==> src/rtl/score_pkg.sv <==
// Shared definitions for the score display: FSM encoding and seven-segment patterns.
package score_pkg;

  typedef enum logic [1:0] {
    IDLE  = 2'd0,
    SHIFT = 2'd1,
    LATCH = 2'd2
  } stateT;

  localparam logic [6:0] SEG_BLANK = 7'b1111111;

  // Active-low segment patterns for digits 0..9, bit0 = segment a.
  localparam logic [6:0] SEG_TABLE [0:9] = '{
    7'b1000000, 7'b1111001, 7'b0100100, 7'b0110000, 7'b0011001,
    7'b0010010, 7'b0000010, 7'b1111000, 7'b0000000, 7'b0010000
  };

endpackage

==> src/rtl/score_display_seg7_decode.sv <==
// BCD digit to active-low seven-segment decoder with a blank override.
module seg7_decode
  import score_pkg::*;
(
  input  logic [3:0] digit,
  input  logic       blank,
  output logic [6:0] seg
);

  // Codes above 9 cannot come from a valid conversion; show them blank.
  always_comb begin
    seg = SEG_BLANK;
    if (!blank && digit <= 4'd9) begin
      seg = SEG_TABLE[digit];
    end
  end

endmodule

==> src/rtl/score_display.sv <==
// Iterative double-dabble conversion of the game score onto three HEX digits,
// with a load/busy/done handshake and a single-entry latest-value pending slot.
module score_display
  import score_pkg::*;
#(
  parameter int WIDTH         = 8,
  parameter int DIGITS        = 3,
  parameter int BLANK_LEADING = 1
) (
  input  logic                  clk,
  input  logic                  resetn,
  input  logic [WIDTH-1:0]      score_in,
  input  logic                  load,
  output logic                  busy,
  output logic                  done,
  output logic [4*DIGITS-1:0]   bcd,
  output logic [6:0]            hex0,
  output logic [6:0]            hex1,
  output logic [6:0]            hex2,
  output logic [1:0]            dbgState
);

  localparam int CW = $clog2(WIDTH + 1);

  // Handshake: load is sampled on every rising edge. A load accepted while
  // busy=1 (including the LATCH cycle) replaces any stored request; done pulses
  // for one cycle when bcd/hex change, and busy stays high across a restart.

  stateT                state, nextState;
  logic [WIDTH-1:0]     binReg;
  logic [4*DIGITS-1:0]  acc;
  logic [4*DIGITS-1:0]  adj;
  logic [CW-1:0]        cnt;
  logic                 pending;
  logic [WIDTH-1:0]     pendScore;

  always_comb begin
    adj = acc;
    for (int i = 0; i < DIGITS; i++) begin
      if (acc[4*i +: 4] >= 4'd5) begin
        adj[4*i +: 4] = acc[4*i +: 4] + 4'd3;
      end
    end
  end

  always_comb begin
    nextState = state;
    case (state)
      IDLE:    if (load) nextState = SHIFT;
      SHIFT:   if (cnt == CW'(1)) nextState = LATCH;
      LATCH:   nextState = (load || pending) ? SHIFT : IDLE;
      default: nextState = IDLE;
    endcase
  end

  always_ff @(posedge clk or negedge resetn) begin
    if (!resetn) begin
      state <= IDLE;
    end else begin
      state <= nextState;
    end
  end

  always_ff @(posedge clk or negedge resetn) begin
    if (!resetn) begin
      binReg    <= '0;
      acc       <= '0;
      cnt       <= '0;
      pending   <= 1'b0;
      pendScore <= '0;
      bcd       <= '0;
      done      <= 1'b0;
    end else begin
      done <= (state == LATCH);
      case (state)
        IDLE: begin
          if (load) begin
            binReg <= score_in;
            acc    <= '0;
            cnt    <= CW'(WIDTH);
          end
        end
        SHIFT: begin
          {acc, binReg} <= {adj[4*DIGITS-2:0], binReg, 1'b0};
          cnt           <= cnt - CW'(1);
          if (load) begin
            pendScore <= score_in;
            pending   <= 1'b1;
          end
        end
        LATCH: begin
          bcd <= acc;
          // A load landing in this cycle is newer than anything stored.
          if (load || pending) begin
            binReg  <= load ? score_in : pendScore;
            acc     <= '0;
            cnt     <= CW'(WIDTH);
            pending <= 1'b0;
          end
        end
        default: ;
      endcase
    end
  end

  assign busy     = (state != IDLE) || pending;
  assign dbgState = state;

  logic blankHund, blankTens;
  assign blankHund = (BLANK_LEADING != 0) && (bcd[11:8] == 4'd0);
  assign blankTens = blankHund && (bcd[7:4] == 4'd0);

  seg7_decode u_dec0 (.digit(bcd[3:0]),  .blank(1'b0),      .seg(hex0));
  seg7_decode u_dec1 (.digit(bcd[7:4]),  .blank(blankTens), .seg(hex1));
  seg7_decode u_dec2 (.digit(bcd[11:8]), .blank(blankHund), .seg(hex2));

endmodule

==> config.mk <==
export PLATFORM = sky130hd
export DESIGN_NAME = score_display
export DESIGN_NICKNAME = d
export VERILOG_FILES = /design/src/rtl/score_pkg.sv /design/src/rtl/score_display_seg7_decode.sv /design/src/rtl/score_display.sv
export SDC_FILE = /design/constraint.sdc
export NUM_CORES = 1
export LEC_CHECK = 0
export BUFFER_PORTS_ARGS = -buffer_cell sky130_fd_sc_hd__clkbuf_2
export CORE_MARGIN = 2
export CORE_UTILIZATION = 56
export CTS_CLUSTER_DIAMETER = 80
export DETAILED_ROUTE_END_ITERATION = 6
export PLACE_DENSITY_LB_ADDON = 0.15
export SLEW_MARGIN = 25
export SYNTH_ARGS = -nofsm -noshare
export SYNTH_HDL_FRONTEND = slang
export SYNTH_SLANG_ARGS = --single-unit
==> constraint.sdc <==
create_clock -name clk -period 4.1 [get_ports clk]
set_input_delay 0.615 -clock clk [delete_from_list [all_inputs] [get_ports clk]]
set_output_delay 0.615 -clock clk [all_outputs]
set_load 0.01 [all_outputs]
==> flow_metrics.env, run 1 <==
export IMPL_crit_slowest_cell="sky130_fd_sc_hd__a21boi_0"
export IMPL_setup_total_negative_slack_ns=0
export IMPL_final_antenna_net_count=0
export IMPL_detail_route_wirelength_um=5508
export IMPL_port_buffer_count=47
export IMPL_setup_worst_path_end="hex2[5]"
export IMPL_netlist_top_cells_count="sky130_fd_sc_hd__dfrtp_1, sky130_fd_sc_hd__nand2_1, sky130_fd_sc_hd__o21ai_0"
export IMPL_timing_final_max_slew_violations=0
export IMPL_rows=26
export IMPL_firstDrtPassIters=4
export IMPL_power_density_nw_per_um2=535.0
export IMPL_synth_edff_count=0
export IMPL_core_region_area_um2=5140
export IMPL_timing_critical_path_to_type="output port"
export IMPL_timing_critical_path_from_type="flip-flop"
export IMPL_syn2layout_area_growth_pct=11.82
export IMPL_die_area_um2=5950
export IMPL_clock_skew_ns=0.007396
export IMPL_drc=0
export IMPL_clock_latency_ns=0.30
export IMPL_dieHeight_um=77.14
export IMPL_crit_type="reg2out"
export IMPL_cpPeakStageDelay_ns=0.47
export IMPL_async_flop_share_pct=100.0
export IMPL_root_buffer="sky130_fd_sc_hd__clkbuf_8"
export IMPL_yosysMostFrequentCell="sky130_fd_sc_hd__dfrtp_1"
export IMPL_synth_yosys_seq_area_share_pct=40.10
export IMPL_final_min_clock_period_ns=2.711
export IMPL_detailroute_via_count=2381
export IMPL_max_clock_freq_mhz=368.8
export IMPL_clk_sinks=48
export IMPL_globalRouteOverflowTotal=0
export IMPL_grt_start_max_net_pins=29
export IMPL_postSynthRegisterBits=48
export IMPL_rrSetupSlack_ns=1.87
export IMPL_max_slew_margin_rel_pct=43.68
export IMPL_data_required_critical_path_ns=3.48
export IMPL_post_synth_inst_count=326
export IMPL_post_drt_wl_per_cell_um=12.55
export IMPL_dp_hpwl_um=3992
export IMPL_final_hold_violation_count=0
export IMPL_cap_viol_max_count=0
export IMPL_h_tree_depth=2
export IMPL_synth_cell_type_count=40
export IMPL_cts_resized_gates=0
export IMPL_drt_initial_drc_count=115
export IMPL_grt_pass1_wl_um=9522
export IMPL_netlist_area_um2=2995
export IMPL_cp_data_arrival_time_ns=2.10
export IMPL_setup_worst_path_start="bcd[9]"
export IMPL_critical_path_reg2reg_startpoint="dbgState[0]"
export IMPL_reg2regPathDepth=6
export IMPL_ioPinCount=48
export IMPL_yosys_area_top_type="sky130_fd_sc_hd__dfrtp_1"
export IMPL_synth_warning_count=0
export IMPL_synth_top_flop_cell="sky130_fd_sc_hd__dfrtp_1"
export IMPL_path_cells="inv_1, ha_1, nor2_1, o21ai_0, a21boi_0, o21ai_0, clkbuf_2"
export IMPL_diodes=0
export IMPL_post_route_cells_drive_above_1_share_pct=22.76
export IMPL_clock_path_buffers=2
export IMPL_post_cts_setup_buffer_count=0
export IMPL_grt_antenna_before_repair=0
export IMPL_groute_usage_overall_pct=19.43
export IMPL_syn_num_nets=364
export IMPL_irDropWorstVdd_mv=0.5113
export IMPL_synth_top_cells_by_area="sky130_fd_sc_hd__dfrtp_1, sky130_fd_sc_hd__ha_1, sky130_fd_sc_hd__mux2_2"
export IMPL_worstMarginPinSlew_ns=0.8447
export IMPL_die_w_um=77.14
export IMPL_terminus_of_the_critical_flop_to_flop_path="acc[3]"
export IMPL_cts_tree="done"
export IMPL_number_of_global_route_vias_before_repair=2151
export IMPL_min_period_over_period_pct=66.13
export IMPL_critical_path_peak_fanout=6
export IMPL_grt_setup_unrepaired="false"
export IMPL_synth_top_area_share_pct=40.10
export IMPL_critPathMostFrequentCell="sky130_fd_sc_hd__o21ai_0"
export IMPL_final_net_count=406
export IMPL_clkSlewWorstSetupHoldPaths_ns=0.08
export IMPL_initial_utilization_pct=58.28
export IMPL_viasPerCell=5.424
export IMPL_cts_hold_buffers_added=0
export IMPL_globalplace_congestion=0.7762
export IMPL_setup_viol=0
export IMPL_power_mw=1.792
export IMPL_cts_inserted_buffers=5
export IMPL_status="completed"
export IMPL_p_leak_nw=1.528
export IMPL_syn_area_per_cell_um2=9.188
export IMPL_hold_class="in2async"
layout make-up:
cell class	instances	area [um2]
Inverter	23	86.33
Sequential cell	48	1201
Fill cell	474	1790
Timing Repair Buffer	51	265.3
Tap cell	70	87.58
Multi-Input combinational cell	239	1619
Clock buffer	8	90.09
per-layer routing:
| layer | share of wire, % | GRT usage [%] |
|---|---|---|
| met5 | 0 | 0 |
| met4 | 1.2 | 5.536 |
| met3 | 4.1 | 4.118 |
| met2 | 48 | 33.04 |
| met1 | 47 | 24.98 |
through the flow:
step                      setup WS [ns]  instances  util [%]  hold slack [ns]  instance area [um2]
after floorplan                   1.942        326         -           0.3194                 2995
after global placement            1.812        431     63.41           0.4652                 3259
after detailed placement          1.744        431     63.41           0.4675                 3259
after CTS                         1.412        439     65.17           0.3461                 3349
after global routing              1.150        439     65.17           0.3863                 3349
final                             1.389        439     65.17           0.3276                 3349
critical path: cells and delay by family (launching register included):
family                     cells  cell delay (ns)
AOI/OAI and AO/OA              3             0.81
buffers and inverters          2             0.31
adders and majority gates      1             0.21
and+or+nand+nor                1             0.05
DFF                            1             0.42
cell usage in the layout, fill, tap and decap left out, types with 2 or more instances in the layout:
cell type | netlist | final
sky130_fd_sc_hd__o21a_1 | 2 | 2
sky130_fd_sc_hd__a31o_2 | 3 | 3
sky130_fd_sc_hd__nor2b_1 | 8 | 8
sky130_fd_sc_hd__nand2_1 | 45 | 45
sky130_fd_sc_hd__clkbuf_1 | 8 | 2
sky130_fd_sc_hd__o21ai_1 | 4 | 4
sky130_fd_sc_hd__a21boi_0 | 2 | 2
sky130_fd_sc_hd__a21oi_1 | 15 | 15
sky130_fd_sc_hd__clkbuf_2 | 0 | 47
sky130_fd_sc_hd__a22o_1 | 4 | 4
sky130_fd_sc_hd__ha_1 | 27 | 27
sky130_fd_sc_hd__a22oi_1 | 5 | 5
sky130_fd_sc_hd__nand3b_1 | 2 | 2
sky130_fd_sc_hd__mux2i_1 | 5 | 5
sky130_fd_sc_hd__dfrtp_1 | 48 | 48
sky130_fd_sc_hd__mux2_2 | 15 | 15
sky130_fd_sc_hd__a311oi_1 | 3 | 3
sky130_fd_sc_hd__a21o_1 | 2 | 2
sky130_fd_sc_hd__o22ai_1 | 2 | 2
sky130_fd_sc_hd__nor2_1 | 21 | 21
sky130_fd_sc_hd__buf_4 | 0 | 4
sky130_fd_sc_hd__nor3b_1 | 3 | 3
sky130_fd_sc_hd__o211ai_1 | 2 | 2
sky130_fd_sc_hd__clkbuf_8 | 0 | 6
sky130_fd_sc_hd__o311ai_0 | 2 | 2
sky130_fd_sc_hd__inv_1 | 23 | 23
sky130_fd_sc_hd__nand3_1 | 5 | 5
sky130_fd_sc_hd__xnor2_1 | 3 | 3
sky130_fd_sc_hd__nand2b_1 | 7 | 7
sky130_fd_sc_hd__o21ai_2 | 7 | 7
sky130_fd_sc_hd__o21ai_0 | 32 | 32
sky130_fd_sc_hd__nand4_1 | 4 | 4
how the worst min path moves through the flow:
| stage | from | endpoint | slack, ns | cells after the start |
|---|---|---|---|---|
| finish | resetn | done | 0.33 | 1 |
| global route | resetn | cnt[1] | 0.39 | 1 |
| CTS | resetn | done | 0.35 | 1 |
| detailed placement | binReg[6] | binReg[6] | 0.47 | 2 |
| global placement | binReg[7] | binReg[7] | 0.47 | 2 |
| floorplan | resetn | acc[0] | 0.32 | 0 |
report_power, final:
| group | total [mW] | leakage, nW | switching, mW | internal [mW] |
|---|---|---|---|---|
| Clock | 0.284 | 0.0455 | 0.146 | 0.138 |
| Sequential | 0.684 | 0.630 | 0.0860 | 0.598 |
| Combinational | 0.824 | 0.853 | 0.494 | 0.330 |
| Total | 1.79 | 1.53 | 0.726 | 1.07 |
flip-flops by register name, summed over array words and instances, names as in the netlist:
register and flops:
acc 12, bcd 12, binReg 8, pendScore 8, cnt 4, dbgState 2
done 1, pending 1
cell families (layout without fill, tap and decap cells):
family                   Yosys count  in the layout  share of synthesized area (%)
buffers and inverters             39             82                          5.848
AO/OA/AOI/OAI                     90             90                          19.26
flip-flops                        48             48                          40.10
multiplexers                      20             20                          7.310
XOR/XNOR                           3              3                         0.8774
adder cells (fa/ha/maj)           27             27                          11.28
AND/OR/NAND/NOR                   99             99                          15.33
Power figures use the tool's default switching activity.
==> inputs of run 2 (changes only) <==
==> constraint.sdc (replaced) <==
create_clock -name clk -period 2.5 [get_ports clk]
set_input_delay 0.375 -clock clk [delete_from_list [all_inputs] [get_ports clk]]
set_output_delay 0.375 -clock clk [all_outputs]
set_load 0.01 [all_outputs]
==> flow_metrics.env, run 2 (synthesis results as in run 1) <==
export IMPL_cp_data_arrival_time_ns=1.87
export IMPL_p_leak_nw=1.536
export IMPL_dpl_instance_area_um2=3274
export IMPL_clk_sinks=48
export IMPL_setup_total_negative_slack_ns=0
export IMPL_syn2layout_area_growth_pct=12.28
export IMPL_dpl_worst_slack_ns=0.4045
export IMPL_initial_utilization_pct=58.28
export IMPL_hold_class="in2async"
export IMPL_timing_final_max_slew_violations=0
export IMPL_final_antenna_net_count=0
export IMPL_data_required_critical_path_ns=2.12
export IMPL_cts_inserted_buffers=5
export IMPL_final_net_count=408
export IMPL_diodes=0
export IMPL_globalplace_congestion=0.7598
export IMPL_commonest_non_fill_non_tap_cell_in_the_layout="sky130_fd_sc_hd__dfrtp_1"
export IMPL_grt_start_max_net_pins=29
export IMPL_rows=26
export IMPL_clock_path_buffers=2
export IMPL_die_area_um2=5950
export IMPL_final_min_clock_period_ns=2.246
export IMPL_cap_viol_max_count=0
export IMPL_dp_hpwl_um=3983
export IMPL_power_frac_seq_pct=38.2
export IMPL_root_buffer="sky130_fd_sc_hd__clkbuf_8"
export IMPL_detail_route_wirelength_um=5590
export IMPL_final_hold_violation_count=0
export IMPL_ioPinCount=48
export IMPL_firstDrtPassIters=4
export IMPL_core_region_area_um2=5140
export IMPL_cts_hold_buffers_added=0
export IMPL_critical_path_peak_fanout=7
export IMPL_worstMarginPinSlew_ns=0.4376
export IMPL_largestRegisters="acc (12), bcd (12)"
export IMPL_post_cts_setup_buffer_count=0
export IMPL_crit_slowest_cell="sky130_fd_sc_hd__dfrtp_1"
export IMPL_power_share_switching_pct=41.11
export IMPL_setup_viol=0
export IMPL_finalInstanceArea_um2=3363
export IMPL_grt_pass1_wl_um=9459
export IMPL_mostFrequentLayoutCells="sky130_fd_sc_hd__dfrtp_1, sky130_fd_sc_hd__clkbuf_2, sky130_fd_sc_hd__nand2_1, sky130_fd_sc_hd__o21ai_0, sky130_fd_sc_hd__ha_1"
export IMPL_crit_type="reg2out"
export IMPL_grt_setup_unrepaired="false"
export IMPL_post_route_cells_drive_above_1_share_pct=23.78
export IMPL_clock_latency_ns=0.29
export IMPL_port_buffer_count=47
export IMPL_irDropWorstVdd_mv=0.6235
export IMPL_cpPeakStageDelay_ns=0.42
export IMPL_clock_skew_ns=0.005092
export IMPL_cts_tree="done"
export IMPL_h_tree_depth=2
export IMPL_timing_critical_path_from_type="flip-flop"
export IMPL_die_w_um=77.14
export IMPL_drt_initial_drc_count=137
export IMPL_post_drt_wl_per_cell_um=12.70
export IMPL_p_int_mw=1.729
export IMPL_p_clk_share_pct=14.7
export IMPL_post_route_util_pct=65.43
export IMPL_detailroute_via_count=2400
export IMPL_timing_hold_ws_ns=0.05876
export IMPL_power_density_nw_per_um2=872.8
export IMPL_min_period_over_period_pct=89.86
export IMPL_path_cells="inv_1, ha_1, nor2_1, o21a_1, a41oi_2, o21ai_0, clkbuf_2"
export IMPL_setup_slack_ns=0.2536
export IMPL_portion_of_total_power_attributed_to_combinational_logic_pct=47.2
export IMPL_timing_critical_path_to_type="output port"
export IMPL_groute_usage_overall_pct=19.23
export IMPL_drc=0
export IMPL_status="completed"
export IMPL_total_net_switching_power_mw=1.207
export IMPL_globalRouteOverflowTotal=0
export IMPL_rrSetupSlack_ns=0.53
export IMPL_clkSlewWorstSetupHoldPaths_ns=0.08
export IMPL_dieHeight_um=77.14
export IMPL_viasPerCell=5.455
export IMPL_max_clock_freq_mhz=445.2
export IMPL_number_of_global_route_vias_before_repair=2126
export IMPL_max_slew_margin_rel_pct=70.83
export IMPL_grt_antenna_before_repair=0
[run 2: changes by cell type in the layout (fill, tap and decap cells not counted)]
cell	change
sky130_fd_sc_hd__buf_4	+2
sky130_fd_sc_hd__a21boi_0	-1
sky130_fd_sc_hd__a21boi_2	+1
sky130_fd_sc_hd__a41oi_1	-1
sky130_fd_sc_hd__a41oi_2	+1
sky130_fd_sc_hd__clkbuf_1	-1
sky130_fd_sc_hd__clkbuf_8	-1
sky130_fd_sc_hd__clkinv_2	+1
[run 2: path summary, 6_finish.rpt]
| path | endpoint | cells past startpoint | from |
|---|---|---|---|
| hold reg to reg | binReg[7] | 2 | binReg[7] |
| setup reg to reg | binReg[5] | 7 | dbgState[0] |
| hold / removal | dbgState[0] | 2 | resetn |
| max in group asynchronous | bcd[9] | 2 | resetn |
| min in group clk | pendScore[6] | 2 | score_in[6] |
| setup / recovery | hex1[3] | 7 | bcd[5] |
[run 2: power groups by stage]
stage,clock network [mW],logic (mW),registers [mW]
floorplan,0,1.09,1.12
global placement,0,1.35,1.13
detailed placement,0,1.39,1.13
CTS,0.442,1.39,1.12
global route,0.470,1.56,1.15
finish,0.430,1.38,1.12
[run 2: metal layers]
layer / routed length (um) / up-vias / GRT usage, %
met5: 0 / - / 0
met4: 57 / 0 / 4.821
met3: 203 / 7 / 3.882
met2: 2647 / 49 / 33.74
met1: 2681 / 1131 / 24.27
li1: - / 1213 / -
[run 2: through the flow]
step                      total power [mW]  instances
after floorplan                      2.206        326
after global placement               2.476        433
after detailed placement             2.519        433
after CTS                            2.953        440
after global routing                 3.180        440
final                                2.935        440
[run 2: repair_timing]
action	CTS	global route
endpoints found under the setup margin	0	12
endpoints found under the hold margin	0	0
gates resized for setup	0	3
[run 2: layout make-up]
type | instances | area, um2
clock buffer | 6 | 72.57
clock inverter | 1 | 5.005
fill | 467 | 1777
inverter | 23 | 86.33
multi-input combinational | 239 | 1630
sequential | 48 | 1201
tap | 70 | 87.58
timing repair buffer | 53 | 280.3
[run 2: worst max-delay path, delay by kind of cell, from the launching register on]
kind                       cells  cell delay, ns
buffers and inverters          2            0.30
adders and majority gates      1            0.20
and+or+nand+nor                1            0.05
DFF                            1            0.42
AOI/OAI and AO/OA              3            0.60
==> inputs of run 3 (changes only) <==
--- a/config.mk
+++ b/config.mk
@@ -6,7 +6,6 @@
 export NUM_CORES = 1
 export LEC_CHECK = 0
 export BUFFER_PORTS_ARGS = -buffer_cell sky130_fd_sc_hd__clkbuf_2
-export CORE_MARGIN = 2
 export CORE_UTILIZATION = 56
 export CTS_CLUSTER_DIAMETER = 80
 export DETAILED_ROUTE_END_ITERATION = 6
==> constraint.sdc (replaced) <==
create_clock -name clk -period 2.5 [get_ports clk]
set_input_delay 0.25 -clock clk [delete_from_list [all_inputs] [get_ports clk]]
set_output_delay 0.25 -clock clk [all_outputs]
set_load 0.01 [all_outputs]
==> flow_metrics.env, run 3 (synthesis results as in run 1) <==
export IMPL_diodes=0
export IMPL_dpl_instance_area_um2=3272
export IMPL_mostFrequentLayoutCells="sky130_fd_sc_hd__dfrtp_1, sky130_fd_sc_hd__clkbuf_2, sky130_fd_sc_hd__nand2_1, sky130_fd_sc_hd__o21ai_0, sky130_fd_sc_hd__ha_1"
export IMPL_critical_path_reg2reg_startpoint="dbgState[1]"
export IMPL_grt_pass1_wl_um=8949
export IMPL_dp_hpwl_um=3909
export IMPL_finalInstanceArea_um2=3358
export IMPL_reg2regPathDepth=6
export IMPL_cts_inserted_buffers=5
export IMPL_cap_viol_max_count=0
export IMPL_core_region_area_um2=5140
export IMPL_dpl_worst_slack_ns=0.3347
export IMPL_p_leak_nw=1.530
export IMPL_timing_critical_path_from_type="flip-flop"
export IMPL_startpoint_of_the_worst_hold_path="score_in[4]"
export IMPL_post_cts_setup_buffer_count=0
export IMPL_power_density_nw_per_um2=859.4
export IMPL_grt_setup_unrepaired="false"
export IMPL_setup_viol=0
export IMPL_cp_data_arrival_time_ns=2.40
export IMPL_status="completed"
export IMPL_clk_sinks=48
export IMPL_rrSetupSlack_ns=0.32
export IMPL_grt_antenna_before_repair=0
export IMPL_h_tree_depth=2
export IMPL_irDropWorstVdd_mv=0.8540
export IMPL_detailroute_via_count=2332
export IMPL_clkSlewWorstSetupHoldPaths_ns=0.08
export IMPL_max_clock_freq_mhz=457.8
export IMPL_critical_path_peak_fanout=23
export IMPL_firstDrtPassIters=4
export IMPL_min_period_over_period_pct=87.37
export IMPL_viasPerCell=5.336
export IMPL_post_drt_wl_per_cell_um=12.22
export IMPL_worstMarginPinSlew_ns=0.8779
export IMPL_port_buffer_count=47
export IMPL_max_slew_margin_rel_pct=41.48
export IMPL_detail_route_wirelength_um=5340
export IMPL_number_of_global_route_vias_before_repair=2030
export IMPL_final_hold_violation_count=0
export IMPL_timing_critical_path_to_type="flip-flop"
export IMPL_globalplace_congestion=0.7065
export IMPL_worst_hold_path_endpoint="pendScore[4]"
export IMPL_data_required_critical_path_ns=2.72
export IMPL_groute_usage_overall_pct=20.83
export IMPL_final_min_clock_period_ns=2.184
export IMPL_drt_initial_drc_count=106
export IMPL_hold_class="in2reg"
export IMPL_globalRouteOverflowTotal=0
export IMPL_terminus_of_the_critical_flop_to_flop_path="acc[6]"
export IMPL_clock_skew_ns=0.002497
export IMPL_clock_path_buffers=2
export IMPL_setup_total_negative_slack_ns=0
export IMPL_grt_start_max_net_pins=29
export IMPL_initial_utilization_pct=58.28
export IMPL_hold_path_depth=2
export IMPL_ioPinCount=48
export IMPL_final_net_count=407
export IMPL_final_antenna_net_count=0
export IMPL_rows=26
export IMPL_syn2layout_area_growth_pct=12.11
export IMPL_cts_tree="done"
export IMPL_timing_final_max_slew_violations=0
export IMPL_drc=0
export IMPL_commonest_non_fill_non_tap_cell_in_the_layout="sky130_fd_sc_hd__dfrtp_1"
export IMPL_dieHeight_um=75.14
export IMPL_root_buffer="sky130_fd_sc_hd__clkbuf_8"
export IMPL_setup_slack_ns=0.3158
export IMPL_die_area_um2=5645
export IMPL_layout_filler_cells=479
export IMPL_post_route_cells_drive_above_1_share_pct=22.89
export IMPL_crit_type="reg2reg"
export IMPL_largestRegisters="acc (12), bcd (12)"
export IMPL_die_w_um=75.14
export IMPL_clock_latency_ns=0.29
[run 3: cell types whose count changed in the layout (fill, tap and decap cells not counted)]
cell / delta
sky130_fd_sc_hd__clkinv_2: -1
sky130_fd_sc_hd__dlygate4sd3_1: +1
sky130_fd_sc_hd__buf_12: +1
sky130_fd_sc_hd__clkbuf_1: -1
sky130_fd_sc_hd__buf_4: -3
sky130_fd_sc_hd__a21boi_2: -1
sky130_fd_sc_hd__a21boi_1: +1
[run 3: metrics by stage]
step	power, mW	hold slack (ns)	utilization, %	instances
after floorplan	2.206	-0.04559	-	326
after global placement	2.460	0.2964	63.66	431
after detailed placement	2.505	0.2971	63.66	431
after CTS	2.915	0.1948	65.19	437
after global routing	3.147	0.1984	65.34	437
final	2.886	0.2032	65.34	437
[run 3: cell type report]
type	count	area [um2]	share of cell area, %
flip-flops and latches	48	1201	35.77
multi-input cells	239	1627	48.44
repair buffers	52	287.8	8.569
clock buffers	5	68.82	2.049
well taps	70	87.58	2.608
inverters	23	86.33	2.571
[run 3: repair_timing]
| item | in CTS | in global routing |
|---|---|---|
| resized for setup | 0 | 2 |
| hold buffers | 1 | 0 |
| setup endpoints to repair | 0 | 6 |
| endpoints found under the hold margin | 23 | 0 |
[run 3: layer usage]
metal | GRT usage [%] | vias to the layer above | wire length (um)
li1 | - | 1207 | -
met1 | 26.70 | 1062 | 2626
met2 | 35.54 | 56 | 2448
met3 | 4.016 | 7 | 195
met4 | 7.202 | 0 | 70
met5 | 0 | - | 0
[run 3: power by group]
group	leakage (nW)	total [mW]	switching (mW)	internal [mW]
sequential	0.630	1.12	0.140	0.981
clock	0.0359	0.405	0.225	0.180
combinational	0.864	1.36	0.813	0.547
total	1.53	2.89	1.18	1.71
[run 3: worst max-delay path by stage]
stage	slack, ns	start	depth (start not counted)	to
finish	0.32	dbgState[1]	6	acc[6]
global placement	0.47	dbgState[0]	6	acc[3]
CTS	0.16	bcd[9]	7	hex2[5]
global route	0.08	bcd[9]	7	hex2[5]
floorplan	0.66	dbgState[0]	9	binReg[5]
detailed placement	0.33	dbgState[1]	6	acc[6]
[run 3: critical path, cell delays in order (launching register included)]
cell                      delay, ns
sky130_fd_sc_hd__dfrtp_1       0.41
sky130_fd_sc_hd__inv_1         0.10
sky130_fd_sc_hd__ha_1          0.22
sky130_fd_sc_hd__nor2b_1       0.34
sky130_fd_sc_hd__or3_1         0.75
sky130_fd_sc_hd__nand2_1       0.15
sky130_fd_sc_hd__o21ai_1       0.13
